## src/rtl/div_32bits_seq_pkg.sv

```systemverilog
// -----------------------------------------------------------------------------
// foc_div_pkg
// Shared definitions for the sequential signed 32/32 divider (div_32bits_seq).
// Contents:
//   div_state_e    : controller states IDLE, CALC, FIX, DONE
//   DIV_W / CNT_W  : datapath width and iteration counter width
//   Q_POS_SAT / Q_NEG_SAT : quotient saturation limits (used with DIV32_SAT_EN)
//   mag()          : two's-complement magnitude; 0x80000000 maps to itself,
//                    which is the correct unsigned magnitude.
// -----------------------------------------------------------------------------
package foc_div_pkg;

  localparam int DIV_W = 32;
  localparam int CNT_W = 5;

  localparam logic [DIV_W-1:0] Q_POS_SAT = 32'h7FFF_FFFF;
  localparam logic [DIV_W-1:0] Q_NEG_SAT = 32'h8000_0000;

  typedef enum logic [1:0] {
    IDLE = 2'd0,
    CALC = 2'd1,
    FIX  = 2'd2,
    DONE = 2'd3
  } div_state_e;

  function automatic logic [DIV_W-1:0] mag(input logic [DIV_W-1:0] x);
    return x[DIV_W-1] ? (~x + 32'd1) : x;
  endfunction

endpackage

```

## src/rtl/div_32bits_seq_if.sv

```systemverilog
// -----------------------------------------------------------------------------
// div_32bits_seq_if
// Handshake bundle for div_32bits_seq.
//   in_valid/in_ready   : operand handshake (dividend, divisor)
//   out_valid/out_ready : result handshake (quotient, remainder, div_zero)
// Modports:
//   master : the operand producer / result consumer
//   slave  : the divider
// -----------------------------------------------------------------------------
interface div_32bits_seq_if;
  import foc_div_pkg::*;

  logic             in_valid;
  logic             in_ready;
  logic [DIV_W-1:0] dividend;
  logic [DIV_W-1:0] divisor;
  logic             out_valid;
  logic             out_ready;
  logic [DIV_W-1:0] quotient;
  logic [DIV_W-1:0] remainder;
  logic             div_zero;

  modport master (
    output in_valid, dividend, divisor, out_ready,
    input  in_ready, out_valid, quotient, remainder, div_zero
  );

  modport slave (
    input  in_valid, dividend, divisor, out_ready,
    output in_ready, out_valid, quotient, remainder, div_zero
  );

endinterface

```

## src/rtl/div_32bits_seq_step.sv

```systemverilog
// -----------------------------------------------------------------------------
// div32_step
// One combinational restoring-division iteration over unsigned magnitudes.
// Ports:
//   rem_i  [32:0] : partial remainder before this step
//   q_i    [31:0] : quotient shift register (dividend bits shift out of MSB,
//                   quotient bits shift in at LSB)
//   d_i    [31:0] : divisor magnitude
//   rem_o  [32:0] : partial remainder after this step
//   q_o    [31:0] : quotient shift register after this step
// -----------------------------------------------------------------------------
module div32_step
  import foc_div_pkg::*;
(
  input  logic [DIV_W:0]   rem_i,
  input  logic [DIV_W-1:0] q_i,
  input  logic [DIV_W-1:0] d_i,
  output logic [DIV_W:0]   rem_o,
  output logic [DIV_W-1:0] q_o
);

  logic [DIV_W:0] r_shift;
  logic [DIV_W:0] d_ext;

  always_comb begin
    r_shift = {rem_i[DIV_W-1:0], q_i[DIV_W-1]};
    d_ext   = {1'b0, d_i};
    if (r_shift >= d_ext) begin
      rem_o = r_shift - d_ext;
      q_o   = {q_i[DIV_W-2:0], 1'b1};
    end else begin
      rem_o = r_shift;
      q_o   = {q_i[DIV_W-2:0], 1'b0};
    end
  end

endmodule

```

## src/rtl/div_32bits_seq.sv

```systemverilog
// -----------------------------------------------------------------------------
// div_32bits_seq
// Sequential signed 32/32 divider: radix-2 restoring division over magnitudes,
// one quotient bit per clock, followed by sign correction.
// Ports:
//   clk   : clock
//   rst_n : asynchronous active-low reset
//   bus   : div_32bits_seq_if.slave (operand and result handshakes)
// Build option:
//   DIV32_SAT_EN defined   -> divide-by-zero and 0x80000000/-1 saturate
//   DIV32_SAT_EN undefined -> divide-by-zero gives q=-1, r=dividend; overflow wraps
// -----------------------------------------------------------------------------
module div_32bits_seq
  import foc_div_pkg::*;
(
  input  logic            clk,
  input  logic            rst_n,
  div_32bits_seq_if.slave bus
);

  div_state_e       state_q, state_d;
  logic [CNT_W-1:0] cnt_q, cnt_d;
  logic [DIV_W:0]   rem_q, rem_d;
  logic [DIV_W-1:0] qsh_q, qsh_d;
  logic [DIV_W-1:0] dmag_q, dmag_d;
  logic             sign_quo_q, sign_quo_d;
  logic             sign_rem_q, sign_rem_d;
  logic             dz_q, dz_d;
  logic [DIV_W-1:0] quotient_q, quotient_d;
  logic [DIV_W-1:0] remainder_q, remainder_d;
  logic             div_zero_q, div_zero_d;
  logic             out_valid_q, out_valid_d;

  logic [DIV_W:0]   step_rem;
  logic [DIV_W-1:0] step_q;
  logic [DIV_W-1:0] q_signed;
  logic [DIV_W-1:0] r_signed;
  logic [DIV_W-1:0] q_fix;
  logic [DIV_W-1:0] r_fix;

  div32_step u_step (
    .rem_i (rem_q),
    .q_i   (qsh_q),
    .d_i   (dmag_q),
    .rem_o (step_rem),
    .q_o   (step_q)
  );

  // Sign correction and the special-case rules. For a zero divisor no
  // iterations run, so qsh_q still holds |dividend| and is used to rebuild
  // the original dividend.
  always_comb begin
    q_signed = sign_quo_q ? (~qsh_q + 32'd1) : qsh_q;
    r_signed = sign_rem_q ? (~rem_q[DIV_W-1:0] + 32'd1) : rem_q[DIV_W-1:0];
    q_fix    = q_signed;
    r_fix    = r_signed;
`ifdef DIV32_SAT_EN
    if (dz_q) begin
      q_fix = sign_rem_q ? Q_NEG_SAT : Q_POS_SAT;
      r_fix = '0;
    end else if (!sign_quo_q && qsh_q[DIV_W-1]) begin
      // Only -2^31 / -1 yields a positive magnitude of 2^31.
      q_fix = Q_POS_SAT;
    end
`else
    if (dz_q) begin
      q_fix = '1;
      r_fix = sign_rem_q ? (~qsh_q + 32'd1) : qsh_q;
    end
`endif
  end

  // Controller: operand capture, 32 iterations, sign fix, result hold.
  // A zero divisor spends one CALC cycle without iterating before FIX.
  always_comb begin
    state_d     = state_q;
    cnt_d       = cnt_q;
    rem_d       = rem_q;
    qsh_d       = qsh_q;
    dmag_d      = dmag_q;
    sign_quo_d  = sign_quo_q;
    sign_rem_d  = sign_rem_q;
    dz_d        = dz_q;
    quotient_d  = quotient_q;
    remainder_d = remainder_q;
    div_zero_d  = div_zero_q;
    out_valid_d = out_valid_q;
    case (state_q)
      IDLE: begin
        if (bus.in_valid) begin
          dmag_d     = mag(bus.divisor);
          qsh_d      = mag(bus.dividend);
          rem_d      = '0;
          cnt_d      = '0;
          sign_quo_d = bus.dividend[DIV_W-1] ^ bus.divisor[DIV_W-1];
          sign_rem_d = bus.dividend[DIV_W-1];
          dz_d       = (bus.divisor == '0);
          state_d    = CALC;
        end
      end
      CALC: begin
        if (dz_q) begin
          state_d = FIX;
        end else begin
          rem_d = step_rem;
          qsh_d = step_q;
          cnt_d = cnt_q + 5'd1;
          if (cnt_q == CNT_W'(DIV_W-1)) state_d = FIX;
        end
      end
      FIX: begin
        quotient_d  = q_fix;
        remainder_d = r_fix;
        div_zero_d  = dz_q;
        out_valid_d = 1'b1;
        state_d     = DONE;
      end
      DONE: begin
        if (bus.out_ready) begin
          out_valid_d = 1'b0;
          state_d     = IDLE;
        end
      end
      default: state_d = IDLE;
    endcase
  end

  // State and datapath registers.
  always_ff @(posedge clk or negedge rst_n) begin
    if (!rst_n) begin
      state_q     <= IDLE;
      cnt_q       <= '0;
      rem_q       <= '0;
      qsh_q       <= '0;
      dmag_q      <= '0;
      sign_quo_q  <= 1'b0;
      sign_rem_q  <= 1'b0;
      dz_q        <= 1'b0;
      quotient_q  <= '0;
      remainder_q <= '0;
      div_zero_q  <= 1'b0;
      out_valid_q <= 1'b0;
    end else begin
      state_q     <= state_d;
      cnt_q       <= cnt_d;
      rem_q       <= rem_d;
      qsh_q       <= qsh_d;
      dmag_q      <= dmag_d;
      sign_quo_q  <= sign_quo_d;
      sign_rem_q  <= sign_rem_d;
      dz_q        <= dz_d;
      quotient_q  <= quotient_d;
      remainder_q <= remainder_d;
      div_zero_q  <= div_zero_d;
      out_valid_q <= out_valid_d;
    end
  end

  assign bus.in_ready  = (state_q == IDLE);
  assign bus.out_valid = out_valid_q;
  assign bus.quotient  = quotient_q;
  assign bus.remainder = remainder_q;
  assign bus.div_zero  = div_zero_q;

endmodule

```

## src/flat_wrapper.sv

```systemverilog
// flat-port wrapper written by rule: the top's interface ports become plain ports
module div_32bits_seq_flat import foc_div_pkg::*;
  (clk, rst_n, bus_in_valid, bus_dividend, bus_divisor, bus_out_ready, bus_in_ready, bus_out_valid, bus_quotient, bus_remainder, bus_div_zero);
  div_32bits_seq_if bus_i ();
  input  logic clk;
  input  logic rst_n;
  input wire logic [$bits(bus_i.in_valid)-1:0] bus_in_valid;
  input wire logic [$bits(bus_i.dividend)-1:0] bus_dividend;
  input wire logic [$bits(bus_i.divisor)-1:0] bus_divisor;
  input wire logic [$bits(bus_i.out_ready)-1:0] bus_out_ready;
  output wire logic [$bits(bus_i.in_ready)-1:0] bus_in_ready;
  output wire logic [$bits(bus_i.out_valid)-1:0] bus_out_valid;
  output wire logic [$bits(bus_i.quotient)-1:0] bus_quotient;
  output wire logic [$bits(bus_i.remainder)-1:0] bus_remainder;
  output wire logic [$bits(bus_i.div_zero)-1:0] bus_div_zero;
  assign bus_i.in_valid = bus_in_valid;
  assign bus_i.dividend = bus_dividend;
  assign bus_i.divisor = bus_divisor;
  assign bus_i.out_ready = bus_out_ready;
  assign bus_in_ready = bus_i.in_ready;
  assign bus_out_valid = bus_i.out_valid;
  assign bus_quotient = bus_i.quotient;
  assign bus_remainder = bus_i.remainder;
  assign bus_div_zero = bus_i.div_zero;
  div_32bits_seq u_core (.clk(clk), .rst_n(rst_n), .bus(bus_i));
endmodule
```

## config.mk

```make
export PLATFORM = sky130hd
export DESIGN_NAME = div_32bits_seq_flat
export DESIGN_NICKNAME = d
export VERILOG_FILES = /design/src/rtl/div_32bits_seq_pkg.sv /design/src/rtl/div_32bits_seq_if.sv /design/src/rtl/div_32bits_seq_step.sv /design/src/rtl/div_32bits_seq.sv /design/src/flat_wrapper.sv
export SDC_FILE = /design/constraint.sdc
export NUM_CORES = 1
export LEC_CHECK = 0
export CORE_AREA = 2 2 177 179
export DETAILED_ROUTE_END_ITERATION = 6
export DIE_AREA = 0 0 179 181
export PLACE_DENSITY = 0.63
export SETUP_SLACK_MARGIN = 0.05
export SYNTH_ARGS = -nofsm -noshare
export SYNTH_HDL_FRONTEND = slang
export SYNTH_SLANG_ARGS = --single-unit
```

## constraint.sdc

```tcl
create_clock -name clk -period 4.3 [get_ports clk]
set_input_delay 0.43 -clock clk [delete_from_list [all_inputs] [get_ports clk]]
set_output_delay 0.43 -clock clk [all_outputs]
set_load 0.01 [all_outputs]
```

==> reports/qor.json <==
{
  "outcome": {"value": "complete, no violations"},
  "detail_route.vias_per_cell": {"value": 5.382},
  "rsz0062_at_grt": {"value": "no"},
  "tritoncts": {"value": "built"},
  "core.rowCount": {"value": 64},
  "finalHoldViolations": {"value": 0},
  "power.static_leakage": {"value": 6.040, "unit": "nW"},
  "grt_util_met3": {"value": 0.02567},
  "ys_seq_area_frac": {"value": 0.3561},
  "finish.utilization": {"value": 0.4716},
  "critical_path.max_fanout": {"value": 7},
  "worst_hold_path_type": {"value": "in2async"},
  "drt_first_pass_iters": {"value": 5},
  "ioPinCount": {"value": 135},
  "cts_buffers": {"value": 17},
  "first_global_vias": {"value": 9844},
  "synth-edff-count": {"value": 0},
  "post_cts.repair.setup_buffers": {"value": 0},
  "design.final.nets": {"value": 1665},
  "powerDensity": {"value": 842.1, "unit": "nW/µm²"},
  "grt_most_used_layer": {"value": "met1"},
  "antenna_found_initial": {"value": 1},
  "clock_skew": {"value": 9.735, "unit": "ps"},
  "synth-warning-count": {"value": 0},
  "critical_path_class": {"value": "reg2reg"},
  "crit_path_max_incr_delay": {"value": 450, "unit": "ps"},
  "max-vdd-ir-drop": {"value": 0.4090, "unit": "mV"},
  "via_count": {"value": 10570},
  "worst_setup_hold_path_clk_slew": {"value": 80, "unit": "ps"},
  "path_cells": {"value": "inv_1, ha_1, or3b_1, or3_1, or3_1, or2_1, or3_1, o31ai_1, xor2_1, a21oi_1, mux2_2"},
  "timing.final.max_slew_violations": {"value": 0},
  "fp.dieArea": {"value": 32400, "unit": "µm²"},
  "grt_first_pass_wirelength": {"value": 53250, "unit": "µm"},
  "overflow": {"value": 0},
  "finalCritPeriodShare": {"value": 0.8469},
  "synth.lib_cells_used.distinct": {"value": 66},
  "clock_insertion_delay_worst_skew": {"value": 440, "unit": "ps"},
  "global_route.usage.met2": {"value": 0.3115},
  "f_max": {"value": 274.6, "unit": "MHz"},
  "critical_path.top_delay_family": {"value": "simple AND/OR/NAND/NOR gates"},
  "synth_flop_cell": {"value": "sky130_fd_sc_hd__dfrtp_1"},
  "synthesis.instances": {"value": 1485},
  "routed_wirelength": {"value": 33090, "unit": "µm"},
  "finalSetupViolCount": {"value": 0},
  "initial_util": {"value": 0.3982},
  "timing.final.crit_period": {"value": 3642, "unit": "ps"},
  "dieWidth": {"value": 179, "unit": "µm"},
  "cpMostUsedCell": {"value": "sky130_fd_sc_hd__or3_1"},
  "route.detailed.drc": {"value": 0},
  "gp_congestion": {"value": 0.8995},
  "syn_to_final_growth": {"value": 18.44, "unit": "%"},
  "post_route_cells_drive_above_1_share": {"value": 0.05616},
  "arrival": {"value": 3970, "unit": "ps"},
  "final_antenna_net_count": {"value": 0},
  "startpoint_class_of_the_critical_path": {"value": "flop"},
  "first_iter_violations": {"value": 789},
  "diodes": {"value": 0},
  "slew_headroom": {"value": 0.2392},
  "synth.ff_latch_count": {"value": 172},
  "dp_wirelength": {"value": 25230, "unit": "µm"},
  "wl_per_cell": {"value": 16.86, "unit": "µm"},
  "fin_tns_setup": {"value": 0, "unit": "ps"},
  "clock_sink_count": {"value": 172},
  "cts_resized": {"value": 0},
  "cp_num_buf_inv": {"value": 1},
  "h_tree_lvl_count": {"value": 4},
  "cp-end-kind": {"value": "flop"},
  "total_standard_cell_area_after_synthesis": {"value": 12090, "unit": "µm²"},
  "maximum_number_of_pins_on_one_net_before_global_route_repair": {"value": 86},
  "cpMaxStageDelayCell": {"value": "sky130_fd_sc_hd__dfrtp_1"},
  "met1_usage": {"value": 0.3133},
  "cts.path.max_buffers": {"value": 2},
  "floorplan.core_area": {"value": 30350, "unit": "µm²"},
  "ff2ff_setup_slack": {"value": 660, "unit": "ps"},
  "die-height": {"value": 181, "unit": "µm"},
  "mean_instance_size_in_the_synthesized_netlist": {"value": 8.138, "unit": "µm²"},
  "tightest_slew": {"value": 1138, "unit": "ps"},
  "portBuffers": {"value": 134},
  "async_flop_share": {"value": 1.000},
  "cp_data_required_time": {"value": 4630, "unit": "ps"},
  "max_cap_violations": {"value": 0},
  "cts_hold_buffers": {"value": 0},
  "groute.usage.overall": {"value": 0.2066},
  "synth_nets": {"value": 1596},
  "cts.root.buffer_cell": {"value": "sky130_fd_sc_hd__clkbuf_16"}
}
-- worst paths after layout --
| kind | start | endpoint | cells past startpoint |
|---|---|---|---|
| max | u_core.qsh_q[0] | u_core.bus.remainder[18] | 11 |
| min | rst_n | u_core.bus.quotient[7] | 1 |
| max reg2reg | u_core.qsh_q[0] | u_core.bus.remainder[18] | 11 |
| min reg2reg | u_core.dmag_q[9] | u_core.dmag_q[9] | 2 |
| max in group asynchronous | rst_n | u_core.rem_q[13] | 2 |
| min in group clk | u_core.dmag_q[9] | u_core.dmag_q[9] | 2 |
-- cell families after synthesis --
kind of cell / Yosys count / share of synthesized area
buf+inv: 155 / 0.04835
mux: 21 / 0.01977
flops: 172 / 0.3561
simple gates: 507 / 0.1994
fa+ha+maj: 43 / 0.04514
xor+xnor: 176 / 0.1275
compound gates: 411 / 0.2036
-- routing by layer --
metal	share of wire	wire length [µm]
met5	0.00027	9
met4	0.013	428
met3	0.044	1445
met2	0.44	14630
met1	0.50	16580
-- flip-flops by register name, indices dropped and copies added (netlist names) --
signal	flops
u_core.bus.quotient	32
u_core.sign_quo_q	1
u_core.dmag_q	32
u_core.state_q	2
u_core.sign_rem_q	1
u_core.rem_q	32
u_core.dz_q	1
u_core.bus.out_valid	1
u_core.bus.remainder	32
u_core.cnt_q	5
u_core.bus.div_zero	1
u_core.qsh_q	32
-- through the flow --
| stage | power (mW) | instances | setup WS [ps] | hold slack (ps) | cell area (µm²) |
|---|---|---|---|---|---|
| 3_3_place_gp | 10.38 | 1931 | 466.3 | 455.7 | 13710 |
| 2_1_floorplan | 8.112 | 1485 | 1059 | 134.4 | 12090 |
| 3_5_place_dp | 10.48 | 1931 | 427.3 | 467.6 | 13710 |
| 6_report | 12.05 | 1963 | 658.5 | 23.51 | 14310 |
| 4_1_cts | 12.10 | 1963 | 676.5 | 79.41 | 14310 |
| 5_1_grt | 13.12 | 1963 | 513.6 | 100.7 | 14310 |
-- layout by cell type (no fill, tap or decap), types with 9 or more instances in the layout --
cell type / Yosys / routed
sky130_fd_sc_hd__nand3_1: 61 / 61
sky130_fd_sc_hd__o41ai_1: 10 / 10
sky130_fd_sc_hd__or3_1: 25 / 25
sky130_fd_sc_hd__nor2_1: 141 / 140
sky130_fd_sc_hd__o21ai_0: 126 / 126
sky130_fd_sc_hd__o211ai_1: 9 / 9
sky130_fd_sc_hd__buf_4: 0 / 12
sky130_fd_sc_hd__a21o_1: 13 / 13
sky130_fd_sc_hd__o21ai_1: 10 / 10
sky130_fd_sc_hd__xnor2_1: 54 / 54
sky130_fd_sc_hd__nand2_1: 178 / 177
sky130_fd_sc_hd__xor2_1: 122 / 122
sky130_fd_sc_hd__mux2i_1: 10 / 10
sky130_fd_sc_hd__clkdlybuf4s50_1: 0 / 133
sky130_fd_sc_hd__clkbuf_16: 0 / 17
sky130_fd_sc_hd__mux2_2: 9 / 9
sky130_fd_sc_hd__nor3_1: 11 / 11
sky130_fd_sc_hd__ha_1: 42 / 40
sky130_fd_sc_hd__a32oi_1: 13 / 13
sky130_fd_sc_hd__o31ai_1: 39 / 39
sky130_fd_sc_hd__nand2b_1: 16 / 16
sky130_fd_sc_hd__dfrtp_1: 172 / 170
sky130_fd_sc_hd__inv_1: 57 / 57
sky130_fd_sc_hd__or4_1: 15 / 15
sky130_fd_sc_hd__a21oi_1: 149 / 149
-- cell type report --
type / count / area, µm²
Fill cell: 2944 / 16040
Multi-Input combinational cell: 1158 / 7222
Sequential cell: 172 / 4307
Timing Repair Buffer: 148 / 1473
Tap cell: 396 / 495.5
Clock buffer: 17 / 425.4
Inverter: 57 / 214.0
Clock inverter: 15 / 177.7
-- where the power goes --
group	total, mW	internal [mW]	switching [mW]
sequential	3.36	2.38	0.979
clock	1.59	0.834	0.756
combinational	7.11	3.03	4.08
-- synthesized netlist by cell type, types with 39 or more instances --
cell                         n  area share
sky130_fd_sc_hd__dfrtp_1   172        0.36
sky130_fd_sc_hd__o21ai_0   126       0.052
sky130_fd_sc_hd__nand3_1    61       0.025
sky130_fd_sc_hd__nor2_1    141       0.044
sky130_fd_sc_hd__inv_1      57       0.018
sky130_fd_sc_hd__xnor2_1    54       0.039
sky130_fd_sc_hd__a21oi_1   149       0.062
sky130_fd_sc_hd__xor2_1    122       0.088
sky130_fd_sc_hd__clkbuf_1   81       0.025
sky130_fd_sc_hd__o31ai_1    39       0.024
sky130_fd_sc_hd__ha_1       42       0.043
sky130_fd_sc_hd__nand2_1   178       0.055
-- worst reg2reg max path, stage by stage, from the launching register on --
cell and delay (ps):
sky130_fd_sc_hd__dfrtp_1 450, sky130_fd_sc_hd__inv_1 110, sky130_fd_sc_hd__ha_1 200, sky130_fd_sc_hd__or3b_1 390, sky130_fd_sc_hd__or3_1 390, sky130_fd_sc_hd__or3_1 450, sky130_fd_sc_hd__or2_1 280, sky130_fd_sc_hd__or3_1 380
sky130_fd_sc_hd__o31ai_1 260, sky130_fd_sc_hd__xor2_1 240, sky130_fd_sc_hd__a21oi_1 90, sky130_fd_sc_hd__mux2_2 290
Note: power is estimated with default switching activity, not from simulation.
